[config.mk]
export PLATFORM = sky130hd
export DESIGN_NAME = native_bus_arbiter
export DESIGN_NICKNAME = d
export VERILOG_FILES = /design/src/rtl/native_bus_pkg.sv /design/src/rtl/native_rr_arb.sv /design/src/rtl/native_bus_arbiter.sv
export SDC_FILE = /design/constraint.sdc
export NUM_CORES = 1
export LEC_CHECK = 0
export ABC_AREA = 1
export CELL_PAD_IN_SITES_DETAIL_PLACEMENT = 1
export CELL_PAD_IN_SITES_GLOBAL_PLACEMENT = 1
export CORE_AREA = 3 3 261 263
export DETAILED_ROUTE_END_ITERATION = 16
export DIE_AREA = 0 0 264 266
export PLACE_DENSITY_LB_ADDON = 0.1
export SLEW_MARGIN = 15
export SYNTH_ARGS = -nofsm -noshare
export SYNTH_HDL_FRONTEND = slang
export SYNTH_SLANG_ARGS = --single-unit
[constraint.sdc]
create_clock -name clk_i -period 3.1 [get_ports clk_i]
set_clock_uncertainty 0.05 [all_clocks]
set_input_delay 0.465 -clock clk_i [delete_from_list [all_inputs] [get_ports clk_i]]
set_output_delay 0.465 -clock clk_i [all_outputs]
set_load 0.05 [all_outputs]
[src/rtl/native_bus_pkg.sv]
// Shared types and constants for the native valid/ready bus arbiter.
package native_bus_pkg;

  localparam int unsigned ADDR_W = 32;
  localparam int unsigned DATA_W = 32;
  localparam int unsigned STRB_W = 4;

  localparam logic [DATA_W-1:0] ERR_DATA_DEF = 32'hDEAD_BEEF;

  localparam logic MODE_STATIC = 1'b0;
  localparam logic MODE_RR     = 1'b1;

  typedef enum logic {
    IDLE = 1'b0,
    BUSY = 1'b1
  } arb_state_e;

  typedef struct packed {
    logic              valid;
    logic [ADDR_W-1:0] addr;
    logic [DATA_W-1:0] wdata;
    logic [STRB_W-1:0] wstrb;
  } native_bus_t;

endpackage

[src/rtl/native_rr_arb.sv]
// Rotating-priority picker: first asserted request at or after the pointer.
module native_rr_arb #(
  parameter int unsigned NUM_REQ = 4,
  localparam int unsigned IDX_W  = $clog2(NUM_REQ)
) (
  input  logic [NUM_REQ-1:0] req_i,
  input  logic [IDX_W-1:0]   ptr_i,
  output logic [IDX_W-1:0]   grant_o,
  output logic               grant_valid_o
);

  int unsigned idx;

  // Scan from the pointer upward, wrapping modulo NUM_REQ; first hit wins.
  always_comb begin
    grant_o       = '0;
    grant_valid_o = 1'b0;
    idx           = 0;
    for (int unsigned k = 0; k < NUM_REQ; k++) begin
      idx = 32'(ptr_i) + k;
      if (idx >= NUM_REQ) idx = idx - NUM_REQ;
      if (!grant_valid_o && req_i[IDX_W'(idx)]) begin
        grant_valid_o = 1'b1;
        grant_o       = IDX_W'(idx);
      end
    end
  end

endmodule

[src/rtl/native_bus_arbiter.sv]
// N-master to 1-slave native bus arbiter with static/round-robin selection,
// whole-transaction grant hold, and slave-timeout abort.
module native_bus_arbiter
  import native_bus_pkg::*;
#(
  parameter int unsigned NUM_MSTR    = 4,
  parameter int unsigned SEL_W       = 5,
  parameter int unsigned TIMEOUT_CYC = 1024,
  parameter logic [31:0] ERR_DATA    = ERR_DATA_DEF
) (
  input  logic                              clk_i,
  input  logic                              rst_i,
  input  logic                              mode_i,
  input  logic [SEL_W-1:0]                  sel_i,
  input  logic [NUM_MSTR-1:0]               mstr_valid_i,
  input  logic [NUM_MSTR-1:0][31:0]         mstr_addr_i,
  input  logic [NUM_MSTR-1:0][31:0]         mstr_wdata_i,
  input  logic [NUM_MSTR-1:0][3:0]          mstr_wstrb_i,
  output logic [NUM_MSTR-1:0][31:0]         mstr_rdata_o,
  output logic [NUM_MSTR-1:0]               mstr_ready_o,
  output logic [NUM_MSTR-1:0][31:0]         mstr_irq_o,
  output logic                              core_valid_o,
  output logic [31:0]                       core_addr_o,
  output logic [31:0]                       core_wdata_o,
  output logic [3:0]                        core_wstrb_o,
  input  logic [31:0]                       core_rdata_i,
  input  logic                              core_ready_i,
  input  logic [31:0]                       irq_i,
  output logic [$clog2(NUM_MSTR)-1:0]       grant_o,
  output logic                              busy_o,
  output logic                              timeout_o
);

  localparam int unsigned IDX_W = $clog2(NUM_MSTR);
  localparam int unsigned CNT_W = (TIMEOUT_CYC == 0) ? 1 : $clog2(TIMEOUT_CYC + 1);

  arb_state_e        state_q, state_d;
  logic [IDX_W-1:0]  grant_q, grant_d;
  logic [IDX_W-1:0]  rr_ptr_q, rr_ptr_d;
  logic [CNT_W-1:0]  cnt_q, cnt_d;

  logic              sel_in_range;
  logic [IDX_W-1:0]  sel_idx;
  logic [IDX_W-1:0]  rr_grant;
  logic              rr_grant_valid;
  logic              cand_valid;
  logic [IDX_W-1:0]  cand_idx;
  logic [IDX_W-1:0]  grant_inc;
  native_bus_t       core_bus;

  assign sel_in_range = 32'(sel_i) < NUM_MSTR;
  assign sel_idx      = IDX_W'(sel_i);
  assign grant_inc    = (32'(grant_q) == NUM_MSTR - 1) ? '0 : grant_q + IDX_W'(1);

  native_rr_arb #(
    .NUM_REQ (NUM_MSTR)
  ) u_rr_arb (
    .req_i         (mstr_valid_i),
    .ptr_i         (rr_ptr_q),
    .grant_o       (rr_grant),
    .grant_valid_o (rr_grant_valid)
  );

  // Candidate owner for the next arbitration, by current mode.
  always_comb begin
    cand_valid = 1'b0;
    cand_idx   = '0;
    if (mode_i == MODE_RR) begin
      cand_valid = rr_grant_valid;
      cand_idx   = rr_grant;
    end else if (sel_in_range && mstr_valid_i[sel_idx]) begin
      cand_valid = 1'b1;
      cand_idx   = sel_idx;
    end
  end

  // Slave-side view of the granted master.
  always_comb begin
    core_bus.valid = mstr_valid_i[grant_q];
    core_bus.addr  = mstr_addr_i[grant_q];
    core_bus.wdata = mstr_wdata_i[grant_q];
    core_bus.wstrb = mstr_wstrb_i[grant_q];
  end

  assign core_addr_o  = core_bus.addr;
  assign core_wdata_o = core_bus.wdata;
  assign core_wstrb_o = core_bus.wstrb;
  assign grant_o      = grant_q;
  assign busy_o       = (state_q == BUSY);

  // IRQ steering: selected master in static mode, master 0 in round-robin.
  always_comb begin
    mstr_irq_o = '0;
    if (mode_i == MODE_RR) begin
      mstr_irq_o[0] = irq_i;
    end else if (sel_in_range) begin
      mstr_irq_o[sel_idx] = irq_i;
    end
  end

  // Next-state and transfer-completion logic.
  always_comb begin
    state_d      = state_q;
    grant_d      = grant_q;
    rr_ptr_d     = rr_ptr_q;
    cnt_d        = cnt_q;
    mstr_ready_o = '0;
    mstr_rdata_o = '0;
    timeout_o    = 1'b0;
    core_valid_o = 1'b0;
    unique case (state_q)
      IDLE: begin
        cnt_d = '0;
        if (cand_valid) begin
          grant_d = cand_idx;
          state_d = BUSY;
        end
      end
      BUSY: begin
        if (!core_bus.valid) begin
          // Owner withdrew: drop the transfer silently.
          state_d = IDLE;
        end else if (core_ready_i) begin
          core_valid_o          = 1'b1;
          mstr_ready_o[grant_q] = 1'b1;
          mstr_rdata_o[grant_q] = core_rdata_i;
          rr_ptr_d              = grant_inc;
          state_d               = IDLE;
        end else if ((TIMEOUT_CYC != 0) && (cnt_q == CNT_W'(TIMEOUT_CYC - 1))) begin
          mstr_ready_o[grant_q] = 1'b1;
          mstr_rdata_o[grant_q] = ERR_DATA;
          timeout_o             = 1'b1;
          rr_ptr_d              = grant_inc;
          state_d               = IDLE;
        end else begin
          core_valid_o = 1'b1;
          if (cnt_q != '1) cnt_d = cnt_q + CNT_W'(1);
        end
      end
      default: state_d = IDLE;
    endcase
    // Reset cycle never completes a transfer.
    if (rst_i) begin
      mstr_ready_o = '0;
      mstr_rdata_o = '0;
      timeout_o    = 1'b0;
      core_valid_o = 1'b0;
    end
  end

  // State, owner, pointer and timeout counter registers.
  always_ff @(posedge clk_i) begin
    if (rst_i) begin
      state_q  <= IDLE;
      grant_q  <= '0;
      rr_ptr_q <= '0;
      cnt_q    <= '0;
    end else begin
      state_q  <= state_d;
      grant_q  <= grant_d;
      rr_ptr_q <= rr_ptr_d;
      cnt_q    <= cnt_d;
    end
  end

endmodule

* After elaboration in Yosys (flattened, before gate mapping)
Index checks and enable logic that the tools add are counted.
Word-level totals: output and inout port bits 333, flip-flop bits (word level) 16, input bits 349
Cells by class: reductions and logical operators 13, muxes and demuxes 75, $lt $le $gt $ge 13, bitwise gates (word level) 3, eq/ne operators 7, add/sub/neg operators 9
Operator list (number):
- $mux W128 | 6
- $and A128 B128 Y128 | 2
- $mux W32 | 5
- $bmux W32 S2 | 2
- $demux W32 S2 | 2
- $mux W96 | 1
- $mux W11 | 4
- $mux W1 | 26
- $mux W2 | 13
- $mux W4 | 6
- $pmux W11 S2 | 1
- $lt A2 B3 Y1 const B | 6
- $bmux W1 S2 | 6
- $add A11 B1 Y11 const B | 1
- $eq A11 B10 Y1 const B | 1
- $ne A11 B11 Y1 const B | 1
- $ge A3 B3 Y1 const B | 3
- $bmux W4 S2 | 1
- $sub A2 B1 Y2 const B | 4
- $add A2 B2 Y3 const B | 2
- $logic_and A1 B1 Y1 | 6
- $lt A5 B3 Y1 const B | 1
- $ge A2 B1 Y1 const B | 2
- $ne A2 B1 Y1 const B | 2
- 13 further kinds | 16

* Logic depth before layout (Yosys ltp)
Gate-level depths: netlist of run 1.
depth in word-level cells 17, gate-level depth with buffers 13

* Hierarchy
From an unflattened synthesis of run 1, not the netlist that was laid out.
Second synthesis, totals: cells, all modules 1053, area total of the unflattened synthesis 5148.7 um^2
By module, submodules not included:
- native_bus_arbiter | cells an instance 994, area each 4829.6 um^2, instances 1
- native_rr_arb | cells an instance 59, area each 319.1 um^2, instances 1

* Least setup slack after synthesis of run 1
OpenSTA, ideal clock, no wires.
path kind reg2out, from register grant_q[0] (netlist: grant_o[0]), to output port mstr_rdata_o[73] in the netlist's numbering, buffers on the path 3, arrival time 3092 ps, slack -507 ps, stages on the path, launching flop included 8, data required time 2585 ps, cell sequence dfxtp_1 inv_1 clkbuf_1 clkbuf_1 ha_1 clkinv_1 clkbuf_1 nor3_1
RTL lines:
- start: declaration | line native_bus_arbiter.sv:38 | logic [IDX_W-1:0] grant_q, grant_d;
- start signal: assignment | line native_bus_arbiter.sv:160 | grant_q <= grant_d;
- end: declaration | line native_bus_arbiter.sv:19 | output logic [NUM_MSTR-1:0][31:0] mstr_rdata_o,

==> results.sh, run 1 <==
export IMPL_status="finished clean"
export IMPL_seq_area_frac_synth=0.0628
export IMPL_cp_slowest_stage_delay_ps=490
export IMPL_die_area_um2=70200
export IMPL_clk_path_buf_depth=2
export IMPL_gr_usage_all_layers=0.148
export IMPL_detail_route_antenna_nets=0
export IMPL_synth_area_leaders="nor2_1 (26%), o21ai_0 (14%), o22ai_1 (8.5%)"
export IMPL_crit_path_frequent_cell="inv_1"
export IMPL_final_nets=2022
export IMPL_yosysTopAreaCellShare=0.264
export IMPL_grt_setup_unrepaired="true"
export IMPL_multi_input_area_um2=4560
export IMPL_max_freq_mhz=331
export IMPL_finalWirelength_um=55100
export IMPL_final_hold_viol_count=0
export IMPL_cts_tree="yes"
export IMPL_syn_nets=1379
export IMPL_path_delay_family="buffers and inverters"
export IMPL_die_x_um=264
export IMPL_grt_max_degree=98
export IMPL_antenna_found_initial=6
export IMPL_vias=9606
export IMPL_drc=0
export IMPL_yosysWarnings=0
export IMPL_dpl_hpwl_um=46800
export IMPL_io_pins=682
export IMPL_clkSinkCount=16
export IMPL_crit_buf_inv=5
export IMPL_setup_worst_path_class="primary input to output port"
export IMPL_cp_slowest_cell="clkdlybuf4s50_1"
export IMPL_vias_per_cell=3.79
export IMPL_coreArea_um2=65900
export IMPL_grt_pass1_vias=10500
export IMPL_filler_cell_count=7732
export IMPL_ir_worst_vdd_v=0.000160
export IMPL_initial_core_util=0.0775
export IMPL_finalSetupViolCount=0
export IMPL_dp_cells=2523
export IMPL_drive_gt1_frac=0.306
export IMPL_ys_async_sr_fraction=0
export IMPL_clkLatencyLatePin_ps=250
export IMPL_fp_row_count=94
export IMPL_finalNonFillerCells=2536
export IMPL_required_ps=2580
export IMPL_crit_fanout=10
export IMPL_synth_edf_count=0
export IMPL_synthTopCellsByCount="nor2_1 (359), o21ai_0 (141), nand2_1 (106)"
export IMPL_synth_top_flop_cell="dfxtp_1"
export IMPL_synth_cells=1025
export IMPL_area_growth_pct=218
export IMPL_synth_seq_cells=16
export IMPL_gp_congestion=0.812
export IMPL_tightest_slew_ps=688
export IMPL_p_leak_nw=6.16
export IMPL_die_y_um=266
export IMPL_wire_per_inst_um=21.7
export IMPL_post_route_min_period_ps=3020
export IMPL_postSynthAreaPerCell_um2=4.98
export IMPL_stdcell_area_um2=16200
export IMPL_start_kind="primary input"
export IMPL_grt_remaining_overflow=0
export IMPL_post_place_ws_ps=-235
export IMPL_yosysUniqueCellTypes=38
export IMPL_crit_chain="clkdlybuf4s50_1 -> inv_1 -> o21ai_1 -> nand2_2 -> buf_4 -> inv_1 -> nand2_1 -> nor2_1 -> buf_12"
export IMPL_port_buffers=681
export IMPL_syn_area_um2=5100
export IMPL_min_path_type="register to register"
export IMPL_clkSlewWorstSetupHoldPaths_ps=50
export IMPL_placed_area_um2=16000
export IMPL_drt_first_pass_iters=4
export IMPL_cts_root_buffer="clkbuf_16"
export IMPL_report_final_slew_viol_count=0
export IMPL_slew_limit_headroom=0.541
export IMPL_post_route_period_util=0.975
export IMPL_endpoint_kind="output port"
export IMPL_seqCellArea_um2=325
export IMPL_p_per_area_nw_per_um2=240
export IMPL_synth_top_cell_by_area="nor2_1"
export IMPL_crit_arrival_ps=2510
export IMPL_numCtsBuffers=3
export IMPL_maxCapViolCount=0
export IMPL_grt_pass1_wl_um=77100
export IMPL_yosysMostFrequentCell="nor2_1"
export IMPL_finalWorstSetupSlack_ps=77.5
export IMPL_h_tree_depth=1
export IMPL_drtIter0Drc=238
[kinds of logic (layout without fill, tap and decap cells)]
group / count (synthesis) / after routing / share of synthesized area
compound gates: 255 / 256 / 0.274
xor+xnor: 1 / 1 / 0.00172
other cells: 0 / 5 / 0
fa+ha+maj: 5 / 5 / 0.0123
simple gates: 596 / 596 / 0.521
buf+inv: 152 / 793 / 0.128
flops: 16 / 16 / 0.0628
[metal layers]
layer  GRT usage  vias up  share of wire
met4      0.0172        4         0.0065
met1       0.156     4534           0.37
met5           0        -        0.00049
met3      0.0412       14          0.070
met2       0.295      362           0.56
li1            -     4692              -
[stage by stage]
stage          utilization  total power [W]  TNS (ps)  hold WS (ps)
2_1_floorplan            -          0.00177     -8370           402
3_3_place_gp         0.243          0.00366     -6010           420
3_5_place_dp         0.243          0.00366     -9350           440
4_1_cts              0.245          0.00397         0           448
5_1_grt              0.246          0.00411      -748           456
6_report             0.246          0.00390         0           436
[path summary, 6_finish.rpt]
kind / start / to / slack, ps / cells past startpoint
setup / recovery: mstr_valid_i[2] / mstr_rdata_o[52] / 80 / 9
hold / removal: cnt_q[5] / cnt_q[5] / 440 / 2
setup reg to reg: rr_ptr_q[0] / grant_o[1] / 990 / 13
hold reg to reg: cnt_q[5] / cnt_q[5] / 440 / 2
[where the power goes]
part	switching, W	leakage (nW)	internal, W
Clock	0.0000875	0.0442	0.000196
Sequential	0.0000182	0.131	0.000213
Combinational	0.00195	5.98	0.00143
Total	0.00205	6.16	0.00184
[flip-flops by register name, summed over array words and instances (netlist names)]
name      count
rr_ptr_q      2
cnt_q        11
busy_o        1
grant_o       2
[cells in the final DEF, fill, tap and decap left out, types with 24 or more instances in the layout]
cell type        instances
buf_12                 288
a21oi_1                 36
nor2_2                  33
o21ai_0                141
buf_4                   85
clkdlybuf4s50_1        351
nor3_2                  54
nand2_1                106
inv_1                   54
o22ai_1                 69
nand3_1                 24
nor2_1                 329
[worst min-delay path, cell delays in order, from the launching register on]
cell and delay [ps]:
dfxtp_1 320, nand2_1 70, a21oi_1 50
[what timing repair did]
action | in CTS | in global routing
hold buffers | 0 | 0
resized for setup | 4 | 9
pin swaps | 1 | 1
endpoints found under the setup margin | 70 | 56
gates cloned | 1 | 0
buffers inserted | 1 | 2
[layout make-up]
type | count | share of cell area
well taps | 864 | 0.0666
multi-input cells | 858 | 0.281
flip-flops and latches | 16 | 0.0200
diodes | 5 | 0.000771
repair buffers | 724 | 0.611
clock buffers | 4 | 0.00547
inverters | 65 | 0.0152
No activity file was read; power rests on OpenSTA's default activity.
==> run 2: changes to the inputs <==
- CTS_BUF_LIST: default -> sky130_fd_sc_hd__clkbuf_4 sky130_fd_sc_hd__clkbuf_8
- GPL_TIMING_DRIVEN: default -> 0
==> run 2 against run 1 <==
Effect of this change: sequential share of layout area is 0.52 points higher; clock-buffer cell count is 1 lower; worst hold slack gained 4.8 ps; wire length rose by 6.1%; design area down 21%; sequential cell count stayed put; via count up 2.0%; non-clock buffer count rose by 45; critical path type unchanged.
==> results.sh, run 2 (synthesis results as in run 1) <==
export IMPL_status="finished clean"
export IMPL_grt_remaining_overflow=0
export IMPL_cp_slowest_cell="dlygate4sd2_1"
export IMPL_wire_per_inst_um=22.6
export IMPL_timing_rr_end="rr_ptr_q[0]"
export IMPL_vias=9799
export IMPL_numCtsBuffers=3
export IMPL_cp_endpoint="mstr_irq_o[44]"
export IMPL_min_path_type="register to register"
export IMPL_tightest_slew_ps=711
export IMPL_finalWorstSetupSlack_ps=65.4
export IMPL_grt_util_met1=0.162
export IMPL_slew_limit_headroom=0.524
export IMPL_die_area_um2=70200
export IMPL_coreArea_um2=65900
export IMPL_max_freq_mhz=330
export IMPL_cts_root_buffer="clkbuf_8"
export IMPL_r2r_start="grant_o[1]"
export IMPL_hold_buffers=0
export IMPL_grt_pass1_vias=11000
export IMPL_min_delay_path_depth=2
export IMPL_drc=0
export IMPL_seqCellArea_um2=323
export IMPL_layout_common_cells="clkdlybuf4s50_1 (355), nor2_1 (333), o21ai_0 (141)"
export IMPL_start_kind="primary input"
export IMPL_grt_max_degree=12
export IMPL_cts_tree="yes"
export IMPL_final_nets=2066
export IMPL_p_per_area_nw_per_um2=248
export IMPL_ir_worst_vdd_v=0.000136
export IMPL_vias_per_cell=3.79
export IMPL_die_x_um=264
export IMPL_filler_cell_count=8143
export IMPL_use_met2=0.297
export IMPL_drt_first_pass_iters=4
export IMPL_die_y_um=266
export IMPL_required_ps=2580
export IMPL_post_place_ws_ps=-1720
export IMPL_grtUsageMet3=0.0527
export IMPL_p_leak_nw=5.33
export IMPL_setup_worst_path_class="primary input to output port"
export IMPL_final_hold_viol_count=0
export IMPL_post_route_period_util=0.979
export IMPL_grt_setup_unrepaired="true"
export IMPL_detail_route_antenna_nets=0
export IMPL_cp_slowest_stage_delay_ps=560
export IMPL_post_route_min_period_ps=3030
export IMPL_drive_gt1_frac=0.232
export IMPL_dpl_hpwl_um=51100
export IMPL_largest_register="cnt_q"
export IMPL_gp_congestion=0.845
export IMPL_crit_chain="clkdlybuf4s50_1 -> nor4_4 -> buf_4 -> buf_2 -> nand2_1 -> nor2_1 -> dlygate4sd2_1"
export IMPL_clkLatencyLatePin_ps=260
export IMPL_critPathLaunch="sel_i[4]"
export IMPL_reg2reg_slack_ps=1140
export IMPL_finalSetupViolCount=0
export IMPL_initial_core_util=0.0775
export IMPL_largest_reg_flops=11
export IMPL_fp_row_count=94
export IMPL_crit_arrival_ps=2520
export IMPL_clk_path_buf_depth=2
export IMPL_report_final_slew_viol_count=0
export IMPL_clkSinkCount=16
export IMPL_gr_usage_all_layers=0.157
export IMPL_endpoint_kind="output port"
export IMPL_antenna_found_initial=20
export IMPL_h_tree_depth=1
export IMPL_crit_fanout=10
export IMPL_port_buffers=680
export IMPL_stdcell_area_um2=12800
export IMPL_busiest_layer="met2"
export IMPL_r2r_cells=9
export IMPL_mostFrequentLayoutCell="clkdlybuf4s50_1"
export IMPL_drtIter0Drc=261
export IMPL_multi_input_area_um2=4560
export IMPL_finalWirelength_um=58400
export IMPL_maxCapViolCount=0
export IMPL_clkSlewWorstSetupHoldPaths_ps=70
export IMPL_placed_area_um2=13300
export IMPL_io_pins=682
export IMPL_grt_pass1_wl_um=81100
export IMPL_area_growth_pct=150
[run 2: cell types whose count changed in the layout (fill, tap and decap cells not counted), sizes merged, moves of 4 or more]
cell           delta
buf             -235
clkbuf          +127
clkdlybuf4s15    +58
clkdlybuf4s18     +4
clkdlybuf4s50     +4
diode             +9
dlygate4sd2      +85
[run 2: worst min-delay path by stage]
stage | start | to | slack (ps)
2_1_floorplan | cnt_q[5] | cnt_q[5] | 400
3_3_place_gp | cnt_q[5] | cnt_q[5] | 420
3_5_place_dp | cnt_q[5] | cnt_q[5] | 430
4_1_cts | cnt_q[5] | cnt_q[5] | 450
5_1_grt | cnt_q[10] | cnt_q[10] | 470
6_report | cnt_q[5] | cnt_q[5] | 440
[run 2: cell type report]
class,instances,share of cell area
repair buffers,683,0.469
clock buffers,3,0.00323
plain buffers,86,0.0374
well taps,864,0.0846
inverters,65,0.0204
flip-flops and latches,16,0.0253
diodes,14,0.00274
multi-input cells,857,0.357
[run 2: stage by stage]
step | utilization | power (W) | hold WS, ps | TNS, ps | instances
after floorplan | - | 0.00177 | 402 | -8370 | 1025
after global placement | 0.203 | 0.00318 | 420 | -265910 | 2569
after detailed placement | 0.203 | 0.00316 | 432 | -268610 | 2569
after CTS | 0.198 | 0.00324 | 447 | -7.18 | 2573
final | 0.194 | 0.00317 | 441 | 0 | 2588
after global routing | 0.194 | 0.00338 | 475 | -398 | 2587
[run 2: critical path: cells and delay by family]
family | cells | cell delay [ps]
AND/OR/NAND/NOR | 3 | 550
buffers and inverters | 4 | 1500
[run 2: where the power goes]
part | total (W) | switching (W) | internal (W)
registers | 0.000231 | 0.0000179 | 0.000213
logic | 0.00277 | 0.00189 | 0.000884
clock network | 0.000169 | 0.0000830 | 0.0000865
total | 0.00317 | 0.00199 | 0.00118
[run 2: layer usage]
layer	routed length, µm	up-vias
li1	-	4795
met1	21300	4538
met2	30800	410
met3	4780	46
met4	1480	10
met5	57	-
[run 2: what timing repair did]
action / in CTS / in global routing
setup endpoints to repair: 328 / 227
pin swaps: 1 / 1
resized for setup: 902 / 234
setup buffers: 2 / 1
==> run 3: changes to the inputs <==
- CORE_AREA: 3 3 261 263 -> 4 4 262 264
- CTS_BUF_LIST: sky130_fd_sc_hd__clkbuf_4 sky130_fd_sc_hd__clkbuf_8 -> sky130_fd_sc_hd__clkbuf_4
- DIE_AREA: 0 0 264 266 -> 0 0 266 268
==> run 3 against run 2 <==
Effect of this change: first-iteration DRC count up 6.1%; worst hold slack got worse by 23 ps; utilization about the same; final cell count grew 0.27%; clock-buffer cell count unchanged; via count is 1.8% higher; die area grew 1.5%; sequential cell count unchanged; critical endpoint is now mstr_irq_o[42]; largest power group unchanged.
==> results.sh, run 3 (synthesis results as in run 1) <==
export IMPL_status="finished clean"
export IMPL_tightest_slew_ps=714
export IMPL_crit_fanout=10
export IMPL_min_path_type="register to register"
export IMPL_mostFrequentLayoutCell="clkdlybuf4s50_1"
export IMPL_clkSinkCount=16
export IMPL_initial_core_util=0.0767
export IMPL_clk_path_buf_depth=2
export IMPL_max_freq_mhz=330
export IMPL_endpoint_kind="output port"
export IMPL_slew_limit_headroom=0.523
export IMPL_post_route_min_period_ps=3030
export IMPL_grt_remaining_overflow=0
export IMPL_grt_pass1_vias=11100
export IMPL_io_pins=682
export IMPL_hold_buffers=0
export IMPL_gp_congestion=0.852
export IMPL_ir_worst_vdd_v=0.000129
export IMPL_die_y_um=268
export IMPL_gr_usage_all_layers=0.157
export IMPL_grt_pass1_wl_um=83000
export IMPL_post_route_period_util=0.977
export IMPL_p_leak_nw=5.36
export IMPL_clkSlewWorstSetupHoldPaths_ps=100
export IMPL_crit_arrival_ps=2510
export IMPL_layout_common_cells="clkdlybuf4s50_1 (353), nor2_1 (333), o21ai_0 (141)"
export IMPL_largest_register="cnt_q"
export IMPL_numCtsBuffers=3
export IMPL_final_nets=2068
export IMPL_finalWirelength_um=59900
export IMPL_port_buffers=680
export IMPL_wire_per_inst_um=23.1
export IMPL_drtIter0Drc=277
export IMPL_reg2reg_slack_ps=980
export IMPL_filler_cell_count=8272
export IMPL_detail_route_antenna_nets=0
export IMPL_drive_gt1_frac=0.238
export IMPL_grt_setup_unrepaired="true"
export IMPL_die_area_um2=71300
export IMPL_drt_first_pass_iters=4
export IMPL_grt_max_degree=12
export IMPL_start_kind="primary input"
export IMPL_maxCapViolCount=0
export IMPL_clkLatencyLatePin_ps=300
export IMPL_required_ps=2580
export IMPL_largest_reg_flops=11
export IMPL_finalNonFillerCells=2595
export IMPL_coreArea_um2=66600
export IMPL_setup_worst_path_class="primary input to output port"
export IMPL_fp_row_count=95
export IMPL_antenna_found_initial=16
export IMPL_total_power_w=0.00317
export IMPL_finalSetupViolCount=0
export IMPL_vias=9977
export IMPL_die_x_um=266
export IMPL_final_setup_tns_ps=0
export IMPL_cts_root_buffer="clkbuf_4"
export IMPL_h_tree_depth=1
export IMPL_dpl_hpwl_um=52100
export IMPL_dp_cells=2578
export IMPL_vias_per_cell=3.84
export IMPL_area_growth_pct=153
export IMPL_p_per_area_nw_per_um2=246
export IMPL_drc=0
export IMPL_cts_tree="yes"
export IMPL_report_final_slew_viol_count=0
export IMPL_final_hold_viol_count=0
## run 3: repair_timing
action,4_1_cts,5_1_grt
pin swaps,1,2
gates resized for setup,874,279
buffers inserted,3,2
setup endpoints to repair,328,249
## run 3: worst paths after layout
kind                                 start             end  cells after the start
worst max-delay path              sel_i[4]  mstr_irq_o[42]                      7
worst min-delay path              cnt_q[0]        cnt_q[0]                      1
worst max register to register  grant_o[1]     rr_ptr_q[0]                     10
worst min register to register    cnt_q[0]        cnt_q[0]                      1
## run 3: final cells by class
class / count / area, µm² / area share
repair buffers: 685 / 6100 / 0.472
multi-input cells: 857 / 4560 / 0.353
well taps: 873 / 1090 / 0.0846
plain buffers: 86 / 519 / 0.0402
flip-flops and latches: 16 / 328 / 0.0254
inverters: 65 / 260 / 0.0202
clock buffers: 3 / 22.5 / 0.00174
diodes: 9 / 22.5 / 0.00174
clock inverters: 1 / 3.75 / 0.000291
## run 3: routing by layer
metal  up-vias  wire, µm  track usage  share of wire
met1      4702     21800        0.165           0.36
met4         8       546       0.0260         0.0091
met2       434     32600        0.310           0.54
li1       4797         -            -              -
met3        36      4950       0.0468          0.083
met5         -        36            0        0.00060
## run 3: report_power, final
group          total (W)  switching, W  internal, W
combinational    0.00282       0.00191     0.000909
sequential      0.000231     0.0000177     0.000213
clock           0.000124     0.0000770    0.0000468
total            0.00317       0.00200      0.00117
## run 3: through the flow
stage | hold WS, ps | utilization | instance area [µm²] | setup slack [ps]
finish | 418 | 0.194 | 12900 | 72.5
global route | 454 | 0.194 | 12900 | -28.2
CTS | 444 | 0.198 | 13100 | -39.9
detailed placement | 427 | 0.201 | 13400 | -1660
global placement | 415 | 0.201 | 13400 | -1680
floorplan | 402 | - | 5460 | -224
## run 3: critical path: stages
cell	delay, ps
clkdlybuf4s50_1	460
nor4_4	310
buf_4	200
buf_2	260
nand2_1	140
nor2_1	110
dlygate4sd2_1	550
